===== src/rtl/sram_sdram_bridge_if.sv =====
// Bus bundle between the core's SRAM-style port, the ROM-download port and the SDRAM controller.
// The bridge uses the master view; the core/controller side uses the slave view.
interface sram_sdram_bridge_if #(
  parameter int AW = 23
);
  logic          cpu_ce_n;
  logic          cpu_oe_n;
  logic          cpu_we_n;
  logic [AW-1:0] cpu_addr;
  logic [7:0]    cpu_d;
  logic [7:0]    cpu_q;
  logic          cpu_rdy;

  logic          ioctl_download;
  logic          ioctl_wr;
  logic [AW-1:0] ioctl_addr;
  logic [7:0]    ioctl_dout;
  logic          fifo_full;

  logic [AW-1:0] mem_addr;
  logic [7:0]    mem_din;
  logic          mem_rd;
  logic          mem_we;
  logic [7:0]    mem_dout;
  logic          mem_ready;
  logic          err_timeout;

  modport master (
    input  cpu_ce_n, cpu_oe_n, cpu_we_n, cpu_addr, cpu_d,
    output cpu_q, cpu_rdy,
    input  ioctl_download, ioctl_wr, ioctl_addr, ioctl_dout,
    output fifo_full,
    output mem_addr, mem_din, mem_rd, mem_we,
    input  mem_dout, mem_ready,
    output err_timeout
  );

  modport slave (
    output cpu_ce_n, cpu_oe_n, cpu_we_n, cpu_addr, cpu_d,
    input  cpu_q, cpu_rdy,
    output ioctl_download, ioctl_wr, ioctl_addr, ioctl_dout,
    input  fifo_full,
    input  mem_addr, mem_din, mem_rd, mem_we,
    output mem_dout, mem_ready,
    input  err_timeout
  );
endinterface


===== src/rtl/sram_sdram_bridge.sv =====
// Converts level-based CPU strobes and queued ROM-download writes into single-cycle
// SDRAM rd/we commands; downloads win over the CPU, and stalled commands are aborted.
module sram_sdram_bridge #(
  parameter int AW         = 23,
  parameter int FIFO_DEPTH = 4,
  parameter int WAIT_MAX   = 255
) (
  input logic clk_sys,
  input logic reset_n,
  sram_sdram_bridge_if.master bus
);

  localparam int PW = (FIFO_DEPTH > 1) ? $clog2(FIFO_DEPTH) : 1;
  localparam int CW = PW + 1;
  localparam int TW = $clog2(WAIT_MAX + 1);

  typedef enum logic [1:0] {IDLE, WAIT_LO, WAIT_HI, DONE} state_t;

  state_t        state_q, state_d;
  logic          src_cpu_q, src_cpu_d;
  logic          is_read_q, is_read_d;
  logic          timed_out_q, timed_out_d;
  logic [TW-1:0] wait_cnt_q, wait_cnt_d;

  logic          prev_ce_n_q, prev_oe_n_q, prev_we_n_q;
  logic [AW-1:0] prev_addr_q;
  logic          pend_q, pend_d;
  logic          pend_wr_q, pend_wr_d;
  logic [AW-1:0] pend_addr_q, pend_addr_d;
  logic [7:0]    pend_data_q, pend_data_d;

  logic [AW+7:0] fifo_mem_q [FIFO_DEPTH];
  logic [PW-1:0] wr_ptr_q, wr_ptr_d;
  logic [PW-1:0] rd_ptr_q, rd_ptr_d;
  logic [CW-1:0] count_q, count_d;

  logic [7:0]    cpu_q_q, cpu_q_d;
  logic          cpu_rdy_q, cpu_rdy_d;
  logic [AW-1:0] mem_addr_q, mem_addr_d;
  logic [7:0]    mem_din_q, mem_din_d;
  logic          mem_rd_q, mem_rd_d;
  logic          mem_we_q, mem_we_d;
  logic          err_timeout_q, err_timeout_d;

  logic detect, ce_rise, cpu_busy, fifo_full, fifo_empty, push, pop, accept;

  assign detect = !bus.cpu_ce_n &&
                  ((prev_oe_n_q && !bus.cpu_oe_n) ||
                   (prev_we_n_q && !bus.cpu_we_n) ||
                   (!bus.cpu_oe_n && (bus.cpu_addr != prev_addr_q)));
  assign ce_rise    = bus.cpu_ce_n && !prev_ce_n_q;
  assign cpu_busy   = (state_q != IDLE) && src_cpu_q;
  assign fifo_full  = (count_q == CW'(FIFO_DEPTH));
  assign fifo_empty = (count_q == '0);
  assign push       = bus.ioctl_wr && !fifo_full;

  always_comb begin
    state_d       = state_q;
    src_cpu_d     = src_cpu_q;
    is_read_d     = is_read_q;
    timed_out_d   = timed_out_q;
    wait_cnt_d    = wait_cnt_q;
    pend_d        = pend_q;
    pend_wr_d     = pend_wr_q;
    pend_addr_d   = pend_addr_q;
    pend_data_d   = pend_data_q;
    cpu_q_d       = cpu_q_q;
    cpu_rdy_d     = cpu_rdy_q;
    mem_addr_d    = mem_addr_q;
    mem_din_d     = mem_din_q;
    mem_rd_d      = 1'b0;
    mem_we_d      = 1'b0;
    err_timeout_d = err_timeout_q;
    pop           = 1'b0;
    accept        = 1'b0;

    case (state_q)
      IDLE: begin
        if (!fifo_empty && bus.mem_ready) begin
          pop                     = 1'b1;
          {mem_addr_d, mem_din_d} = fifo_mem_q[rd_ptr_q];
          mem_we_d                = 1'b1;
          src_cpu_d               = 1'b0;
          is_read_d               = 1'b0;
          timed_out_d             = 1'b0;
          wait_cnt_d              = '0;
          state_d                 = WAIT_LO;
        end else if (pend_q && !bus.ioctl_download && fifo_empty && bus.mem_ready) begin
          accept      = 1'b1;
          mem_addr_d  = pend_addr_q;
          mem_din_d   = pend_data_q;
          mem_we_d    = pend_wr_q;
          mem_rd_d    = !pend_wr_q;
          src_cpu_d   = 1'b1;
          is_read_d   = !pend_wr_q;
          timed_out_d = 1'b0;
          wait_cnt_d  = '0;
          state_d     = WAIT_LO;
        end
      end
      WAIT_LO, WAIT_HI: begin
        if (wait_cnt_q == TW'(WAIT_MAX)) begin
          err_timeout_d = 1'b1;
          timed_out_d   = 1'b1;
          state_d       = DONE;
        end else begin
          wait_cnt_d = wait_cnt_q + 1'b1;
          if (state_q == WAIT_LO && !bus.mem_ready) state_d = WAIT_HI;
          if (state_q == WAIT_HI && bus.mem_ready)  state_d = DONE;
        end
      end
      DONE: begin
        if (src_cpu_q) begin
          if (is_read_q && !timed_out_q) cpu_q_d = bus.mem_dout;
          cpu_rdy_d = 1'b1;
        end
        state_d = IDLE;
      end
      default: state_d = IDLE;
    endcase

    // A fresh strobe edge overrides both acceptance and an abandoned request.
    if (accept) begin
      pend_d = 1'b0;
    end else if (ce_rise && pend_q) begin
      pend_d = 1'b0;
      if (!cpu_busy) cpu_rdy_d = 1'b1;
    end
    if (detect) begin
      pend_d      = 1'b1;
      pend_wr_d   = !bus.cpu_we_n;
      pend_addr_d = bus.cpu_addr;
      pend_data_d = bus.cpu_d;
      cpu_rdy_d   = 1'b0;
    end
  end

  assign wr_ptr_d = push ? wr_ptr_q + 1'b1 : wr_ptr_q;
  assign rd_ptr_d = pop  ? rd_ptr_q + 1'b1 : rd_ptr_q;
  assign count_d  = count_q + CW'(push) - CW'(pop);

  always_ff @(posedge clk_sys) begin
    if (!reset_n) begin
      state_q       <= IDLE;
      src_cpu_q     <= 1'b0;
      is_read_q     <= 1'b0;
      timed_out_q   <= 1'b0;
      wait_cnt_q    <= '0;
      prev_ce_n_q   <= 1'b1;
      prev_oe_n_q   <= 1'b1;
      prev_we_n_q   <= 1'b1;
      prev_addr_q   <= '0;
      pend_q        <= 1'b0;
      pend_wr_q     <= 1'b0;
      pend_addr_q   <= '0;
      pend_data_q   <= '0;
      wr_ptr_q      <= '0;
      rd_ptr_q      <= '0;
      count_q       <= '0;
      cpu_q_q       <= '0;
      cpu_rdy_q     <= 1'b1;
      mem_addr_q    <= '0;
      mem_din_q     <= '0;
      mem_rd_q      <= 1'b0;
      mem_we_q      <= 1'b0;
      err_timeout_q <= 1'b0;
    end else begin
      state_q       <= state_d;
      src_cpu_q     <= src_cpu_d;
      is_read_q     <= is_read_d;
      timed_out_q   <= timed_out_d;
      wait_cnt_q    <= wait_cnt_d;
      prev_ce_n_q   <= bus.cpu_ce_n;
      prev_oe_n_q   <= bus.cpu_oe_n;
      prev_we_n_q   <= bus.cpu_we_n;
      prev_addr_q   <= bus.cpu_addr;
      pend_q        <= pend_d;
      pend_wr_q     <= pend_wr_d;
      pend_addr_q   <= pend_addr_d;
      pend_data_q   <= pend_data_d;
      wr_ptr_q      <= wr_ptr_d;
      rd_ptr_q      <= rd_ptr_d;
      count_q       <= count_d;
      cpu_q_q       <= cpu_q_d;
      cpu_rdy_q     <= cpu_rdy_d;
      mem_addr_q    <= mem_addr_d;
      mem_din_q     <= mem_din_d;
      mem_rd_q      <= mem_rd_d;
      mem_we_q      <= mem_we_d;
      err_timeout_q <= err_timeout_d;
      if (push) fifo_mem_q[wr_ptr_q] <= {bus.ioctl_addr, bus.ioctl_dout};
    end
  end

  assign bus.cpu_q       = cpu_q_q;
  assign bus.cpu_rdy     = cpu_rdy_q;
  assign bus.fifo_full   = fifo_full;
  assign bus.mem_addr    = mem_addr_q;
  assign bus.mem_din     = mem_din_q;
  assign bus.mem_rd      = mem_rd_q;
  assign bus.mem_we      = mem_we_q;
  assign bus.err_timeout = err_timeout_q;

endmodule


===== src/flat_wrapper.sv =====
// flat-port wrapper written by rule: the top's interface ports become plain ports
module sram_sdram_bridge_flat 
#(
  parameter int AW         = 23,
  parameter int FIFO_DEPTH = 4,
  parameter int WAIT_MAX   = 255
)
  (clk_sys, reset_n, bus_cpu_ce_n, bus_cpu_oe_n, bus_cpu_we_n, bus_cpu_addr, bus_cpu_d, bus_cpu_q, bus_cpu_rdy, bus_ioctl_download, bus_ioctl_wr, bus_ioctl_addr, bus_ioctl_dout, bus_fifo_full, bus_mem_addr, bus_mem_din, bus_mem_rd, bus_mem_we, bus_mem_dout, bus_mem_ready, bus_err_timeout);
  sram_sdram_bridge_if #(.AW(AW)) bus_i ();
  input logic clk_sys;
  input logic reset_n;
  input wire logic [$bits(bus_i.cpu_ce_n)-1:0] bus_cpu_ce_n;
  input wire logic [$bits(bus_i.cpu_oe_n)-1:0] bus_cpu_oe_n;
  input wire logic [$bits(bus_i.cpu_we_n)-1:0] bus_cpu_we_n;
  input wire logic [$bits(bus_i.cpu_addr)-1:0] bus_cpu_addr;
  input wire logic [$bits(bus_i.cpu_d)-1:0] bus_cpu_d;
  output wire logic [$bits(bus_i.cpu_q)-1:0] bus_cpu_q;
  output wire logic [$bits(bus_i.cpu_rdy)-1:0] bus_cpu_rdy;
  input wire logic [$bits(bus_i.ioctl_download)-1:0] bus_ioctl_download;
  input wire logic [$bits(bus_i.ioctl_wr)-1:0] bus_ioctl_wr;
  input wire logic [$bits(bus_i.ioctl_addr)-1:0] bus_ioctl_addr;
  input wire logic [$bits(bus_i.ioctl_dout)-1:0] bus_ioctl_dout;
  output wire logic [$bits(bus_i.fifo_full)-1:0] bus_fifo_full;
  output wire logic [$bits(bus_i.mem_addr)-1:0] bus_mem_addr;
  output wire logic [$bits(bus_i.mem_din)-1:0] bus_mem_din;
  output wire logic [$bits(bus_i.mem_rd)-1:0] bus_mem_rd;
  output wire logic [$bits(bus_i.mem_we)-1:0] bus_mem_we;
  input wire logic [$bits(bus_i.mem_dout)-1:0] bus_mem_dout;
  input wire logic [$bits(bus_i.mem_ready)-1:0] bus_mem_ready;
  output wire logic [$bits(bus_i.err_timeout)-1:0] bus_err_timeout;
  assign bus_i.cpu_ce_n = bus_cpu_ce_n;
  assign bus_i.cpu_oe_n = bus_cpu_oe_n;
  assign bus_i.cpu_we_n = bus_cpu_we_n;
  assign bus_i.cpu_addr = bus_cpu_addr;
  assign bus_i.cpu_d = bus_cpu_d;
  assign bus_cpu_q = bus_i.cpu_q;
  assign bus_cpu_rdy = bus_i.cpu_rdy;
  assign bus_i.ioctl_download = bus_ioctl_download;
  assign bus_i.ioctl_wr = bus_ioctl_wr;
  assign bus_i.ioctl_addr = bus_ioctl_addr;
  assign bus_i.ioctl_dout = bus_ioctl_dout;
  assign bus_fifo_full = bus_i.fifo_full;
  assign bus_mem_addr = bus_i.mem_addr;
  assign bus_mem_din = bus_i.mem_din;
  assign bus_mem_rd = bus_i.mem_rd;
  assign bus_mem_we = bus_i.mem_we;
  assign bus_i.mem_dout = bus_mem_dout;
  assign bus_i.mem_ready = bus_mem_ready;
  assign bus_err_timeout = bus_i.err_timeout;
  sram_sdram_bridge #(.AW(AW), .FIFO_DEPTH(FIFO_DEPTH), .WAIT_MAX(WAIT_MAX)) u_core (.clk_sys(clk_sys), .reset_n(reset_n), .bus(bus_i));
endmodule

===== config.mk =====
export PLATFORM = sky130hd
export DESIGN_NAME = sram_sdram_bridge_flat
export DESIGN_NICKNAME = d
export VERILOG_FILES = /design/src/rtl/sram_sdram_bridge_if.sv /design/src/rtl/sram_sdram_bridge.sv /design/src/flat_wrapper.sv
export SDC_FILE = /design/constraint.sdc
export NUM_CORES = 1
export LEC_CHECK = 0
export CAP_MARGIN = 40
export CORE_ASPECT_RATIO = 0.6
export CORE_MARGIN = 8
export CORE_UTILIZATION = 60
export CTS_CLUSTER_DIAMETER = 100
export DETAILED_ROUTE_END_ITERATION = 8
export PLACE_DENSITY = 0.85
export SLEW_MARGIN = 5
export SYNTH_ARGS = -nofsm -noshare
export SYNTH_HDL_FRONTEND = slang
export SYNTH_SLANG_ARGS = --single-unit
export TNS_END_PERCENT = 20

===== constraint.sdc =====
create_clock -name clk_sys -period 4.3 [get_ports clk_sys]
set_clock_uncertainty 0.15 [all_clocks]
set_input_delay 0.645 -clock clk_sys [delete_from_list [all_inputs] [get_ports clk_sys]]
set_output_delay 0.645 -clock clk_sys [all_outputs]
set_load 0.01 [all_outputs]

Word-level counts from Yosys, hierarchy flattened:

Memories as Yosys holds them, arrays and structs flattened. A register that Yosys moved wholly into a read port is not among the register bits.
Index checks and enable logic that the tools add are counted.

* word-level logic and storage cells: 127
* bits in writable memories: 124
* input port bits: 78
* output and inout port bits: 44
* register bits: 122
* memories: 1

* bitwise logic cells: 3
* reductions and logical operators: 42
* add/sub/neg operators: 5
* multiplexer cells: 43
* eq/ne operators: 10

Memory list
* u_core.fifo_mem_q: depth 4, bits a word 31, read ports 1, clocked after memory_dff 1, wr ports 1, RTL line sram_sdram_bridge.sv:32 `logic [AW+7:0] fifo_mem_q [FIFO_DEPTH];`

Operators with widths (count)
* 23-bit two-way mux: 2
* 8-bit two-way mux: 5
* 1-bit two-way mux: 26
* 23-bit inequality test: 1
* 8-bit case mux with 2 select lines: 1
* 1-bit logical AND: 15
* 2-bit two-way mux: 7
* 1-bit zero test: 10
* 3-bit AND reduction: 3
* 8-bit by 1-bit adder with 8-bit output, second input constant: 1
* 8-bit == test, second input constant: 1
* 2-bit AND reduction: 4
* 2-bit case mux with 3 select lines: 1
* 2-bit nonzero test: 3
* 2-bit by 1-bit adder with 2-bit output, second input constant: 2
* 2-bit == test, second input constant: 2
* 4-bit by 1-bit inequality test with 1-bit output, second input constant: 1
* 4-bit OR reduction: 1
* 3-bit by 1-bit adder with 3-bit output: 1
* 3-bit == test, second input constant: 1
* 3-bit zero test: 1
* 3-bit by 1-bit inequality test with 1-bit output, second input constant: 1
* 1-bit inverter: 3
* 3-bit nonzero test: 1
* other kinds (8): 9

Longest topological paths before layout:

* word-level depth: 9
* depth in mapped cells: 12
* gate-level depth less buffers: 11

Worst setup path before layout:

OpenSTA, ideal clock, no wires.

* path type: reg-to-reg
* from: register u_core.count_q[0]
* to: register u_core.count_q[2]
* stages on the path, launching flop included: 12
* setup slack: 1443 ps
* required time: 4022 ps
* setup time: 128 ps
* arrival: 2579 ps
* cells stage by stage: dfxtp_1 -> or3_1 -> nand3_1 -> clkinv_1 -> clkbuf_1 -> ha_1 -> inv_1 -> ha_1 -> fa_1 -> xnor2_1 -> xnor2_1 -> nor2_1

* cells in the longest elaborated chain, start to end: 6
* elaborated cells on any way between the ends: 10

RTL lines
* start, declared: RTL line sram_sdram_bridge.sv:35 `logic [CW-1:0] count_q, count_d;`
* start signal, assigned: RTL line sram_sdram_bridge.sv:183 `count_q <= count_d;`
* 3-bit zero test: RTL line sram_sdram_bridge.sv:54 `assign fifo_empty = (count_q == '0);`
* 1-bit zero test: RTL line sram_sdram_bridge.sv:79 `if (!fifo_empty && bus.mem_ready) begin`
* 1-bit logical AND: RTL line sram_sdram_bridge.sv:79
* 1-bit two-way mux: RTL line sram_sdram_bridge.sv:79
* 1-bit two-way mux: RTL line sram_sdram_bridge.sv:77 `case (state_q)`
* via u_core.pop: RTL line sram_sdram_bridge.sv:45 `logic detect, ce_rise, cpu_busy, fifo_full, fifo_empty, push, pop, accept;`
* 3-bit by 1-bit subtractor with 3-bit output: RTL line sram_sdram_bridge.sv:140 `assign count_d = count_q + CW'(push) - CW'(pop);`

The timed path passes the listed nets, and every way through them passes these cells.
A chain may end at the register's enable or synchronous reset.

Final worst setup path:

* from: register u_core.count_q[1]
* to: register u_core.count_q[2]

* cells in the longest elaborated chain, start to end: 6
* elaborated cells on any way between the ends: 10

RTL lines (RTL line)
* parallel branches: the longest is 5 deep, another holds 3-bit by 1-bit adder with 3-bit output
* 3-bit by 1-bit subtractor with 3-bit output (*): sram_sdram_bridge.sv:140

Mark *: on every way between the ends.

==> impl_metrics.py <==
metrics = {
    "outcome": {
        "status": "complete, no violations",
    },
    "power_and_ir_drop": {
        "pwr-share-comb": 0.246,
        "power.density_nw_per_um2": 527,
        "p_seq_frac": 0.450,
        "irDropWorstVdd_v": 0.000359,
        "p_sw_mw": 1.85,
        "leakage_nw": 4.48,
        "switching_share": 0.288,
        "p_int_mw": 4.59,
        "p_clk_frac": 0.304,
    },
    "placed_design": {
        "post-place-cells": 1089,
        "dp_hpwl_um": 16600,
        "gp_congestion": 0.874,
        "io_buffers": 121,
        "dpl_worst_slack_ns": 0.898,
        "dpl_cell_area_um2": 11500,
    },
    "synthesis": {
        "ys_warn_count": 0,
        "synth_area_um2": 10000,
        "ys_seq_area_frac": 0.619,
        "async_reset_ff_frac": 0,
        "synth_top_area_cell": "edfxtp_1",
        "synthTopCellsByCount": "dfxtp_1, edfxtp_1, nand2_1",
        "synth_edf_count": 124,
        "avgSynthCellArea_um2": 12.9,
        "netlist_top_cells_area": "edfxtp_1, dfxtp_1, mux4_2",
        "yosysUniqueCellTypes": 47,
        "synth_top_area_share": 0.371,
        "synth-seq-cells": 248,
        "synthFlopType": "edfxtp_1",
        "synth_nets": 868,
        "syn_inst": 777,
    },
    "detailed_routing": {
        "first_pass_iters": 6,
        "ant_nets": 0,
        "wirelength_um": 24800,
        "drc_errors": 0,
        "wl_per_cell_um": 22.0,
        "drt_iter0_markers": 933,
        "vias": 6910,
        "vias_per_cell": 6.11,
    },
    "layout": {
        "diodes": 0,
        "seqCellArea_um2": 6210,
        "final_net_count": 978,
        "drive_gt1_frac": 0.0997,
        "areaGrowthSynthToFinish_pct": 21.9,
        "nFillCells": 1033,
        "final_core_util": 0.749,
        "multi_input_comb_area_um2": 3510,
        "fin_cells": 1131,
        "stdcell_area_um2": 12200,
    },
    "hold_path": {
        "whs_path_depth": 2,
        "holdPathEnd": "u_core.bus.cpu_q[5]$_SDFFE_PN0P_",
        "hp-start": "u_core.bus.cpu_q[5]$_SDFFE_PN0P_",
        "worstHoldPathType": "register to register",
    },
    "clocking": {
        "cts_tree": "yes",
        "cts_buffer_depth": 3,
        "cts_setup_buffers": 0,
        "postCtsHoldBufs": 0,
        "clkLatencyLatePin_ns": 0.52,
        "clockRootBuffer": "clkbuf_16",
        "htreeDepth": 1,
        "cts_resized": 0,
        "clkTransAtPathRegs_ns": 0.07,
        "cts_sinks": 248,
        "cts_buffers": 23,
    },
    "critical_path": {
        "cp.arrival_ns": 3.27,
        "rrSetupSlack_ns": 1.27,
        "r2r_start": "u_core.count_q[1]$_SDFF_PN0_",
        "start_kind": "register",
        "end_kind": "register",
        "rr_endpoint": "u_core.count_q[2]$_SDFF_PN0_",
        "criticalPathCategory": "register to register",
        "crit_fanout": 17,
        "worstRegToRegCells": 11,
        "worstPathRequired_ns": 4.54,
    },
    "sta": {
        "period_minus_slack_ns": 3.03,
        "period_share": 0.704,
        "finalWorstSetupSlack_ns": 1.27,
        "drv_slew": 0,
        "hold_viol": 0,
        "worstMarginPinSlew_ns": 0.845,
        "finalSetupViolCount": 0,
        "fmax_mhz": 330,
        "setup_tns_ns": 0,
        "grt_setup_unrepaired": "no",
        "slew_headroom": 0.436,
    },
    "global_route": {
        "antenna_found_initial": 0,
        "track_usage": 0.231,
        "grt_pass1_wl_um": 38100,
        "use_met1": 0.330,
        "use_met3": 0.0528,
        "grt-busiest-layer": "met2",
        "use_met2": 0.364,
        "grt_max_degree": 76,
        "grt_pass1_vias": 6846,
        "grt.overflow.total": 0,
    },
    "run": {
        "drv_cap": 0,
    },
    "floorplan": {
        "start_util": 0.615,
        "rows": 36,
        "boundaryPins": 122,
        "die_w_um": 183,
        "core_area_um2": 16300,
        "die_h_um": 116,
        "die-area_um2": 21200,
    },
}
cell usage in the layout, fill, tap and decap left out, types with 15 or more instances in the layout:
| cell | netlist | routed |
|---|---|---|
| edfxtp_1 | 124 | 124 |
| dfxtp_1 | 124 | 123 |
| clkdlybuf4s50_1 | 0 | 120 |
| nand2_1 | 80 | 80 |
| a21oi_1 | 33 | 33 |
| o31ai_1 | 33 | 33 |
| mux4_2 | 31 | 31 |
| o21bai_1 | 31 | 31 |
| a41o_1 | 31 | 31 |
| and2_1 | 29 | 29 |
| nor2_1 | 29 | 28 |
| clkbuf_16 | 0 | 23 |
| xor2_1 | 22 | 22 |
| a211oi_1 | 17 | 17 |
| a22oi_1 | 16 | 16 |
| o21ai_0 | 15 | 15 |
| mux2i_1 | 15 | 15 |
| buf_4 | 0 | 15 |
cell families after synthesis:
group,after synthesis,share of synthesized area
xor+xnor,31,0.0271
flops,248,0.619
compound gates,189,0.138
mux,46,0.0846
buf+inv,72,0.0308
fa+ha+maj,13,0.0170
simple gates,178,0.0841
worst max path at each step:
stage | depth (start not counted) | slack, ns | endpoint | from
2_1_floorplan | 11 | 1.44 | u_core.count_q[2]$_SDFF_PN0_ | u_core.count_q[0]$_SDFF_PN0_
3_3_place_gp | 11 | 1.00 | u_core.count_q[2]$_SDFF_PN0_ | bus_mem_ready
3_5_place_dp | 11 | 0.90 | u_core.count_q[2]$_SDFF_PN0_ | bus_mem_ready
4_1_cts | 11 | 1.29 | u_core.count_q[2]$_SDFF_PN0_ | u_core.count_q[1]$_SDFF_PN0_
5_1_grt | 11 | 1.12 | u_core.count_q[2]$_SDFF_PN0_ | u_core.count_q[1]$_SDFF_PN0_
6_report | 11 | 1.27 | u_core.count_q[2]$_SDFF_PN0_ | u_core.count_q[1]$_SDFF_PN0_
power groups by stage:
stage                     Clock (mW)  Combinational, mW  Sequential, mW
after floorplan                    0              0.945            2.91
after global placement             0               1.42            2.97
after detailed placement           0               1.56            2.95
after CTS                       1.97               1.57            2.90
after global routing            2.08               1.71            2.93
final                           1.96               1.59            2.90
registers in the layout, indices dropped and copies added, names as in the netlist, 2 cells and up, named ones only:
register / flops
u_core.bus.cpu_q: 8
u_core.bus.mem_addr: 23
u_core.bus.mem_din: 8
u_core.count_q: 3
u_core.fifo_mem_q: 124
u_core.pend_addr_q: 23
u_core.pend_data_q: 8
u_core.prev_addr_q: 23
u_core.rd_ptr_q: 2
u_core.state_q: 2
u_core.wait_cnt_q: 8
u_core.wr_ptr_q: 2
layer usage:
layer	share of wire	vias up	routed length (um)
li1	-	3128	-
met1	0.44	3400	11000
met2	0.45	343	11100
met3	0.094	39	2330
met4	0.015	0	367
met5	0	-	0
area by class of cell:
cell class,count,share of cell area
sequential,248,0.508
multi-input combinational,457,0.288
timing repair buffer,141,0.117
clock buffer,30,0.0509
tap,228,0.0233
clock inverter,11,0.00809
inverter,16,0.00492
worst max-delay path: stages (launching register included):
cell,delay [ns]
dfxtp_1,0.33
or3_1,0.46
nand3_1,0.27
clkinv_1,0.11
buf_4,0.22
ha_1,0.30
inv_1,0.04
ha_1,0.19
fa_1,0.40
xnor2_1,0.20
xnor2_1,0.15
nor2_1,0.05
stage by stage:
step / hold slack [ns] / total power, mW
CTS: 0.310 / 6.45
finish: 0.310 / 6.44
global placement: 0.291 / 4.39
detailed placement: 0.302 / 4.51
floorplan: 0.266 / 3.86
global route: 0.321 / 6.72
(Power assumes the default switching activity.)
